===== src/rtl/signed_div_seq.sv =====
// signed_div_seq: multi-cycle signed integer divider (DIV/REM execution unit).
//
// Takes the absolute value of both operands, runs an l-iteration restoring
// shift/subtract loop on the magnitudes, then applies the result signs.
// A quotient is truncated toward zero and the remainder takes the sign of the
// dividend. Division by zero yields Q = all ones, Rem = A and DivZero = 1.
//
// Ports:
//   clk      single clock, rising edge
//   rst      synchronous active-high reset
//   Start    operation request, accepted on an edge where Ready = 1
//   A, B     signed dividend / divisor, sampled on the accepting edge
//   Ready    high when a new Start will be accepted (idle)
//   Done     one-cycle pulse; Q/Rem/DivZero valid from this cycle on
//   Q, Rem   registered signed quotient / remainder
//   DivZero  divisor of the current result was zero
//
// Latency: l+3 edges from the accepting edge to the Done cycle (3 edges when
// dividing by zero). A Start during the Done cycle is accepted.
module signed_div_seq #(
    parameter int l = 16
) (
    input  logic         clk,
    input  logic         rst,
    input  logic         Start,
    input  logic [l-1:0] A,
    input  logic [l-1:0] B,
    output logic         Ready,
    output logic         Done,
    output logic [l-1:0] Q,
    output logic [l-1:0] Rem,
    output logic         DivZero
);

    localparam int lv = l - 1;
    localparam int CW = (l > 1) ? $clog2(l) : 1;

    localparam logic [1:0] IDLE = 2'd0;
    localparam logic [1:0] LOAD = 2'd1;
    localparam logic [1:0] DIV  = 2'd2;
    localparam logic [1:0] FIX  = 2'd3;

    logic [1:0]    state;
    logic [l-1:0]  a_reg, b_reg;   // operands as captured at acceptance
    logic [l-1:0]  bmag;           // |B|
    logic [l-1:0]  dvd;            // |A| shifting out, quotient bits shifting in
    logic [l-1:0]  prem;           // partial remainder
    logic [CW-1:0] cnt;
    logic          qsign, rsign, zflag;

    logic [l:0]    p;
    logic          ge;
    logic [l-1:0]  sub;

    function automatic logic [l-1:0] absval(input logic [l-1:0] x);
        // |-2^(l-1)| wraps to 100..0, which is the correct unsigned magnitude.
        return x[l-1] ? ((~x) + 1'b1) : x;
    endfunction

    function automatic logic [l-1:0] givesign(input logic s, input logic [l-1:0] x);
        // Negating zero gives zero, so a zero remainder keeps its value.
        return s ? ((~x) + 1'b1) : x;
    endfunction

    // Restoring step. prem < |B| <= 2^(l-1), so the top bit of prem is always
    // zero and p fits the l+1-bit compare; when p >= |B| the difference is
    // below |B| and fits in l bits.
    assign p   = {prem, dvd[lv]};
    assign ge  = (p >= {1'b0, bmag});
    assign sub = p[l-1:0] - bmag;

    assign Ready = (state == IDLE);

    always_ff @(posedge clk) begin
        if (rst) begin
            state   <= IDLE;
            Done    <= 1'b0;
            Q       <= '0;
            Rem     <= '0;
            DivZero <= 1'b0;
            a_reg   <= '0;
            b_reg   <= '0;
            bmag    <= '0;
            dvd     <= '0;
            prem    <= '0;
            cnt     <= '0;
            qsign   <= 1'b0;
            rsign   <= 1'b0;
            zflag   <= 1'b0;
        end else begin
            Done <= 1'b0;
            case (state)
                IDLE: begin
                    if (Start) begin
                        a_reg <= A;
                        b_reg <= B;
                        qsign <= A[lv] ^ B[lv];
                        rsign <= A[lv];
                        state <= LOAD;
                    end
                end
                LOAD: begin
                    dvd   <= absval(a_reg);
                    bmag  <= absval(b_reg);
                    prem  <= '0;
                    cnt   <= CW'(l - 1);
                    zflag <= (b_reg == '0);
                    state <= (b_reg == '0) ? FIX : DIV;
                end
                DIV: begin
                    prem <= ge ? sub : p[l-1:0];
                    dvd  <= {dvd[l-2:0], ge};
                    if (cnt == '0) state <= FIX;
                    else           cnt   <= cnt - 1'b1;
                end
                FIX: begin
                    if (zflag) begin
                        Q       <= '1;
                        Rem     <= a_reg;
                        DivZero <= 1'b1;
                    end else begin
                        Q       <= givesign(qsign, dvd);
                        Rem     <= givesign(rsign, prem);
                        DivZero <= 1'b0;
                    end
                    Done  <= 1'b1;
                    state <= IDLE;
                end
                default: state <= IDLE;
            endcase
        end
    end

endmodule


===== config.mk =====
export PLATFORM = sky130hd
export DESIGN_NAME = signed_div_seq
export DESIGN_NICKNAME = d
export VERILOG_FILES = /design/src/rtl/signed_div_seq.sv
export SDC_FILE = /design/constraint.sdc
export NUM_CORES = 1
export LEC_CHECK = 0
export CORE_MARGIN = 4
export CORE_UTILIZATION = 35
export CTS_CLUSTER_SIZE = 40
export DETAILED_ROUTE_END_ITERATION = 12
export PLACE_DENSITY_LB_ADDON = 0.25
export SLEW_MARGIN = 15
export SYNTH_ARGS = -nofsm -noshare
export SYNTH_HDL_FRONTEND = slang
export SYNTH_SLANG_ARGS = --single-unit

===== constraint.sdc =====
create_clock -name clk -period 2.81 [get_ports clk]
set_clock_uncertainty 0.15 [all_clocks]
set_input_delay 0.4215 -clock clk [delete_from_list [all_inputs] [get_ports clk]]
set_output_delay 0.4215 -clock clk [all_outputs]
set_load 0.01 [all_outputs]

# After elaboration in Yosys (flattened, before gate mapping)
# Cells that the tools add are included.
# op_classes
n_addsub,6
n_lt_le_gt_ge,1
n_eq_ne,6
n_mux,17
bitwise,5
n_reduce_logical,7
# op_table
op,count
$mux 16,7
$add 16x1->16 const B,4
$not 16->16,4
$pmux 16 s2,2
$ge 17x16->1,1
$logic_not 16->1,1
$sub 16x16->16,1
$pmux 2 s4,1
$pmux 4 s2,1
$ne 2x2->1 const B,3
$reduce_and 2->1,3
$eq 2x2->1 const B,2
$logic_not 4->1,1
$mux 2,2
$mux 4,1
$sub 4x1->4 const B,1
$mux 1,3
$eq 2x1->1 const B,1
$logic_not 2->1,1
$reduce_bool 2->1,1
$xor 1x1->1,1
# totals
register_bits,123
input_bits,35
out_inout_bits,35
word_cells,56

# Longest topological paths before layout
# Gate-level depths: netlist of the first run.
# logic_depth
word_depth,4
depth_mapped,11
depth_no_buf,11

# Worst setup path before layout of the first run
# Ideal clock, no wire load.
# synth_timing
path_kind,flip-flop to flip-flop
startpoint,reg prem[5]
endpoint,reg prem[15]
setup_time_ps,117
t_arrival_ps,2532
t_required_ps,2543
slack_ps,11
stages_incl_launch_ff,10
n_path_buf,2
period_less_slack_ps,2799
path_cell_list,dfxtp_1 ha_1 clkbuf_1 nand4_1 or3b_2 o221a_2 nand3_1 clkbuf_1 a31oi_1 a22o_1
# synth_between
elab_chain_cells,3
word_cells_on_any_way,4
classes_between,add/sub: 1; order compare: 1; mux: 2
# synth_rtl
item,line_no,rtl
start: declaration,47,logic [l-1:0] prem;
start signal: assignment,111,prem <= ge ? sub : p[l-1:0];
$sub 16x16->16 / $ge 17x16->1 (equally long branches),"70, 69",
$mux 16 *,111,
$pmux 16 s2 *,92,case (state)
# Mark *: on every way between the ends. The rest lies on a longest branch, timed or not.
# A chain may end at the register's enable or synchronous reset.

# Final worst setup path of the first run
# layout_timing
startpoint,reg dvd[15]
endpoint,reg prem[12]
# layout_between
elab_chain_cells,3
word_cells_on_any_way,4
classes_between,add/sub: 1; order compare: 1; mux: 2
# layout_rtl
item,line_no,rtl
start: declaration,46,logic [l-1:0] dvd;
start signal: assignment,103,dvd <= absval(a_reg);
start signal: assignment,112,"dvd <= {dvd[l-2:0], ge};"
$sub 16x16->16 / $ge 17x16->1 (equally long branches),"70, 69",
$mux 16 *,111,
$pmux 16 s2 *,92,
# Marks and branches as above.

==> results of run 1 <==
[where the power goes]
part           internal (uW)  switching [uW]
combinational           1870            2420
sequential              2060             349
clock                   1480             805
total                   5410            3570
[routing by layer]
metal	vias to the layer above	share of wire [%]
li1	3158	-
met1	2729	50
met2	128	44
met3	22	3.9
met4	0	1.5
met5	-	0
[logic make-up (layout without fill, tap and decap cells)]
kind of cell	Yosys count	after routing	share of synthesized area, %
mux	29	29	4.26
compound gates	238	238	21.8
flops	122	122	35.9
buf+inv	95	175	5.24
simple gates	297	297	19.5
fa+ha+maj	26	26	4.89
xor+xnor	66	66	8.49
[cells in the final DEF (no fill, tap or decap), types with 4 or more instances in the layout]
master / count
a211o_1: 4
a211oi_1: 29
a21o_1: 6
a21oi_1: 62
a31oi_1: 5
a32oi_1: 5
buf_4: 35
clkbuf_16: 17
clkbuf_8: 4
clkdlybuf4s50_1: 68
clkinvlp_4: 5
dfxtp_1: 122
ha_1: 24
inv_1: 41
mux2i_1: 29
nand2_1: 132
nand2b_1: 21
nand3_1: 6
nand4_1: 6
nor2_1: 85
nor2b_1: 8
nor3_1: 11
o21ai_0: 71
o22ai_1: 9
o31ai_1: 19
o41ai_1: 9
or2_2: 6
or4_1: 4
xnor2_1: 29
xor2_1: 37
[per-stage QoR]
step                setup TNS [ns]  instances  hold WS, ns  power (uW)
finish                           0       1213        0.187        8980
global route               -0.0273       1213        0.187        9690
CTS                              0       1213        0.170        8990
detailed placement               0       1182        0.316        6660
global placement                 0       1182        0.310        6630
floorplan                        0        873        0.296        5500
[timing repair]
action,in CTS,in global routing
hold endpoints to repair,0,0
resized for setup,0,3
setup endpoints to repair,0,2
[worst max-delay path by stage]
stage                       endpoint  depth (start not counted)
2_1_floorplan  prem[15]$_SDFFE_PP0P_                          9
4_1_cts         prem[9]$_SDFFE_PP0P_                          9
3_5_place_dp    prem[9]$_SDFFE_PP0P_                          8
3_3_place_gp    prem[9]$_SDFFE_PP0P_                          9
6_report       prem[12]$_SDFFE_PP0P_                         11
5_1_grt        prem[12]$_SDFFE_PP0P_                         11
[synth_stat cells (4+ instances only)]
master | count | area share (%)
xnor2_1 | 29 | 3.7
nand4_1 | 6 | 0.55
o21ai_0 | 72 | 5.3
a211o_1 | 4 | 0.51
a211oi_1 | 29 | 3.2
a31oi_1 | 5 | 0.46
nor3_1 | 11 | 0.81
ha_1 | 25 | 4.6
a32oi_1 | 5 | 0.64
or2_2 | 6 | 0.55
nand2_1 | 132 | 7.3
xor2_1 | 37 | 4.8
dfxtp_1 | 122 | 36
a21oi_1 | 62 | 4.6
nand2b_1 | 21 | 1.9
mux2i_1 | 29 | 4.3
nand3_1 | 6 | 0.44
buf_1 | 6 | 0.33
o41ai_1 | 10 | 1.3
or4_1 | 4 | 0.44
nor2_1 | 85 | 4.7
nor2b_1 | 8 | 0.73
o31ai_1 | 19 | 2.1
a21o_1 | 6 | 0.66
inv_1 | 41 | 2.3
o22ai_1 | 9 | 0.83
clkbuf_1 | 48 | 2.6
[final cells by class]
| class | instances | share of cell area (%) |
|---|---|---|
| inverter | 41 | 1.81 |
| multi-input combinational | 656 | 47.3 |
| sequential | 122 | 28.7 |
| clock buffer | 21 | 5.64 |
| timing repair buffer | 103 | 11.1 |
| clock inverter | 10 | 1.66 |
| tap | 260 | 3.82 |
[worst max-delay path, cell delays in order (launching register included)]
cell and delay [ns]:
dfxtp_1 0.31, inv_1 0.15, ha_1 0.20, inv_1 0.05, fa_1 0.42, a211oi_1 0.23, o21bai_1 0.11, a21oi_1 0.19
o21ai_1 0.13, a221oi_2 0.31, xor2_1 0.20, o21ai_0 0.09
==> results.toml, run 1 <==
[run_status]
status = "complete, no violations"

[grt]
first_global_vias = 5784
use_met3_pct = 3.10
use_met2_pct = 25.6
antenna_found_initial = 0
grt_max_degree = 49
use_met1_pct = 22.8
grt_pass1_wl_mm = 29.2
grt-ovfl-total = 0
track_usage_pct = 16.3
top_usage_layer = "met2"

[synth]
synthArstFlopShare_pct = 0
seq_area_frac_synth_pct = 35.9
synth_cell_types = 48
avgSynthCellArea_um2 = 7.80
synth_ff_type = "dfxtp_1"
synth_fp_nets = 934
netlist_instances = 873
synth-edff-count = 0
synth-seq-cells = 122
synthesis.area_mm2 = 0.00681
yosysWarningCount = 0

[power]
ir_drop_mv = 0.847
p_leak_uw = 0.00320
power.density_mw_per_mm2 = 1060

[floorplanning]
pin_count = 70
die_w_um = 147
initial_core_util_pct = 36.0
rows = 50
die_area_mm2 = 0.0218
design.core.area_mm2 = 0.0189
die_y_um = 147

[cells_and_area]
multiInputGateArea_mm2 = 0.00403
utilization_pct = 45.1
area_growth_pct = 25.0
diodes = 0
fin_area_mm2 = 0.00851
nFillCells = 1969
final_nets = 1002
seqCellArea_mm2 = 0.00244
final_layout_size_suffix_gt1_share_pct = 8.71

[route]
wire_per_inst_um = 14.3
via_per_inst = 4.98
dr.pass1.iters = 5
vias = 6037
routed_wl_mm = 17.3
initialDrtViolationCount = 287
ant_nets = 0
drcViolationCount = 0

[sta]
finalSetupViolCount = 0
fmaxAchievable_mhz = 374
worst_pin_slew_ns = 0.666
min_period_ns = 2.67
hold_violations = 0
fin_ws_ns = 0.138
finalCritPeriodShare_pct = 95.1
slew_headroom_pct = 55.5
drv_slew = 0

[worst_hold_path]
hold_depth = 2
min_from = "rst"
holdPathEnd = "Rem[13]$_SDFFE_PP0P_"
hold_path_class = "in2reg"

[worst_setup_path]
end_kind = "flop"
worst-setup-path-type = "reg2reg"
crit_required_ns = 2.96
rr_worst_depth = 11
crit_start = "dvd[15]$_SDFFE_PP0P_"
cp.arrival_ns = 2.82
r2r-end = "prem[12]$_SDFFE_PP0P_"
regToRegStartpoint = "dvd[15]$_SDFFE_PP0P_"
crit_fanout = 3
reg2reg_slack_ns = 0.14
worst_setup_path_start_kind = "flop"

[clock_tree]
cts.sinks = 122
cts_buffer_depth = 2
cts_tree = "yes"
post-cts-setup-buffer-count = 0
clkLatencyLatePin_ns = 0.42
ctsHoldBuffers = 0
cts-root-buf = "clkbuf_16"
numCtsBuffers = 17
htreeDepth = 4
cts.clk_slew.worst_paths_ns = 0.05

[flow_run]
maxCapViolCount = 0

[placed_design]
io_buffers = 69
dp_hpwl_mm = 12.9
place_ws_ns = 0.140
gp_congestion = 0.856
post_dp_cell_area_mm2 = 0.00788
Note: power is estimated with default switching activity, not from simulation.
==> run 2, diff against run 1 <==
--- a/config.mk
+++ b/config.mk
@@ -5,8 +5,8 @@
 export SDC_FILE = /design/constraint.sdc
 export NUM_CORES = 1
 export LEC_CHECK = 0
-export CORE_MARGIN = 4
-export CORE_UTILIZATION = 35
+export CORE_MARGIN = 2
+export CORE_UTILIZATION = 40
 export CTS_CLUSTER_SIZE = 40
 export DETAILED_ROUTE_END_ITERATION = 12
 export PLACE_DENSITY_LB_ADDON = 0.25
==> run 2 against run 1 <==
Sequential share of layout area up 0.21 points. Combinational power about the same. Critical path depth down 3. Core utilization up 5.7 points. Worst setup slack worse by 0.00060 ns. Largest power group unchanged. Die area down 17%. First-iteration DRC count up 38%. Via count up 1.2%. Cell area down 0.73%. Critical endpoint unchanged. Maximum frequency about the same. Routed wire length down 1.5%. Total power down 0.27%.
==> results.toml, run 2 (synthesized netlist as in run 1, its figures left out) <==
[sta]
fmaxAchievable_mhz = 374
hold_violations = 0
worst_pin_slew_ns = 0.653
hold_ws_ns = 0.322
finalSetupViolCount = 0
tns_ns = 0
drv_slew = 0
min_period_ns = 2.67
finalCritPeriodShare_pct = 95.1
slew_headroom_pct = 56.5
rsz0062_at_grt = "no"

[route]
dr.pass1.iters = 5
wire_per_inst_um = 14.5
met2_wirelength_mm = 7.46
met3_length_um = 776
initialDrtViolationCount = 397
maxUsedRoutingLayer = "met4"
drcViolationCount = 0
via_per_inst = 5.20
wl_met1_mm = 8.49
vias = 6112
ant_nets = 0
routed_wl_mm = 17.1

[worst_hold_path]
hold_depth = 2
holdPathEnd = "Rem[11]$_SDFFE_PP0P_"
hold_path_class = "reg2reg"
min_from = "Rem[11]$_SDFFE_PP0P_"

[cells_and_area]
layout_common_cells = "132 x nand2_1, 122 x dfxtp_1, 85 x nor2_1"
stdcell_count = 1175
fin_area_mm2 = 0.00845
layout_commonest_cell = "nand2_1"
area_growth_pct = 24.1
final_layout_size_suffix_gt1_share_pct = 8.80
nFillCells = 1618
final_nets = 1003
diodes = 0

[worst_setup_path]
critPathMaxStageDelay_ns = 0.49
crit_required_ns = 2.96
critical_path.slowest_cell = "or3b_2"
critical_path.cell_chain = "inv_1 > ha_1 > nand4_1 > or3b_2 > o221a_2 > and3_1 > a32oi_1 > o21ai_0"
reg2reg_slack_ns = 0.14
crit_fanout = 7
worst-setup-path-type = "reg2reg"
cp.arrival_ns = 2.82
end_kind = "flop"
regToRegStartpoint = "bmag[8]$_SDFFE_PP0P_"
r2r-end = "prem[12]$_SDFFE_PP0P_"
rr_worst_depth = 8
worst_setup_path_start_kind = "flop"

[floorplanning]
die_area_mm2 = 0.0181
rows = 47
initial_core_util_pct = 40.9
pin_count = 70
die_y_um = 134
die_w_um = 134
design.core.area_mm2 = 0.0166

[power]
pwr-share-clk_pct = 25.2
swShare_pct = 40.4
power.density_mw_per_mm2 = 1060
power_uw = 8960
ir_drop_mv = 0.726
p_leak_uw = 0.00320
power_switching_uw = 3620
internal_power_uw = 5340
p_seq_share_pct = 26.9
combPwrFrac_pct = 47.9

[placed_design]
io_buffers = 69
post-place-cells = 1143
post_dp_cell_area_mm2 = 0.00784
gp_congestion = 0.896
dp_hpwl_mm = 12.4

[clock_tree]
cts.sinks = 122
post-cts-setup-buffer-count = 0
ctsHoldBuffers = 0
cts_tree = "yes"
cts.clk_slew.worst_paths_ns = 0.05
numCtsBuffers = 17
clkLatencyLatePin_ns = 0.42
cts_buffer_depth = 2
htreeDepth = 4
cts-root-buf = "clkbuf_16"

[grt]
grt-ovfl-total = 0
first_global_vias = 5757
grt_pass1_wl_mm = 28.6
grt_max_degree = 61
antenna_found_initial = 0
track_usage_pct = 19.7

[flow_run]
maxCapViolCount = 0

[run_status]
status = "complete, no violations"
[run 2: changes by cell type in the layout (fill, tap and decap cells not counted)]
cell        change
clkinv_2        +2
clkbuf_1        +1
inv_6           +4
o41ai_1         +1
clkbuf_8        -3
ha_2            +1
buf_4           +1
o41ai_2         -1
clkinvlp_4      -3
ha_1            -1
[run 2: through the flow]
stage | util (%) | setup slack (ns)
6_report | 50.8 | 0.137
5_1_grt | 50.8 | 0.00331
4_1_cts | 50.7 | 0.150
3_5_place_dp | 47.1 | 0.185
3_3_place_gp | 47.1 | 0.210
2_1_floorplan | - | 0.0110
[run 2: power by group through the flow]
stage	sequential, uW	combinational [uW]	clock, uW
floorplan	2350	3150	0
global placement	2430	4200	0
detailed placement	2440	4200	0
CTS	2410	4230	2300
global route	2460	4790	2380
finish	2410	4290	2260
[run 2: worst max-delay path, delay by kind of cell, from the launching register on]
| kind | cells | cell delay, ns |
|---|---|---|
| AO/OA/AOI/OAI | 3 | 0.68 |
| AND/OR/NAND/NOR | 3 | 0.95 |
| flip-flops | 1 | 0.32 |
| adder cells (fa/ha/maj) | 1 | 0.39 |
| buffers and inverters | 1 | 0.04 |
[run 2: worst max-delay path by stage]
stage	from	to	slack, ns	depth (start not counted)
floorplan	prem[5]$_SDFFE_PP0P_	prem[15]$_SDFFE_PP0P_	0.01	9
global placement	dvd[4]$_SDFFE_PP0P_	Q[15]$_SDFFE_PP0P_	0.21	6
detailed placement	dvd[4]$_SDFFE_PP0P_	Q[15]$_SDFFE_PP0P_	0.18	6
CTS	dvd[15]$_SDFFE_PP0P_	prem[12]$_SDFFE_PP0P_	0.15	11
global route	dvd[15]$_SDFFE_PP0P_	prem[12]$_SDFFE_PP0P_	0.003	11
finish	bmag[8]$_SDFFE_PP0P_	prem[12]$_SDFFE_PP0P_	0.14	8
[run 2: timing repair]
item                                   in CTS  in global routing
endpoints found under the hold margin       0                  0
setup endpoints to repair                   0                  2
gates resized for setup                     0                  3
[run 2: area by class of cell]
type	count	area [um2]	area share (%)
Tap cell	220	275	3.26
Clock inverter	13	164	1.94
Timing Repair Buffer	104	951	11.3
Inverter	41	154	1.82
Sequential cell	122	2440	28.9
Clock buffer	19	443	5.24
Multi-Input combinational cell	656	4020	47.6
[run 2: metal layers]
layer	global-route usage, %	up-vias
met5	0	-
met4	7.25	0
met3	4.17	28
met2	30.4	156
met1	27.1	2748
li1	-	3180
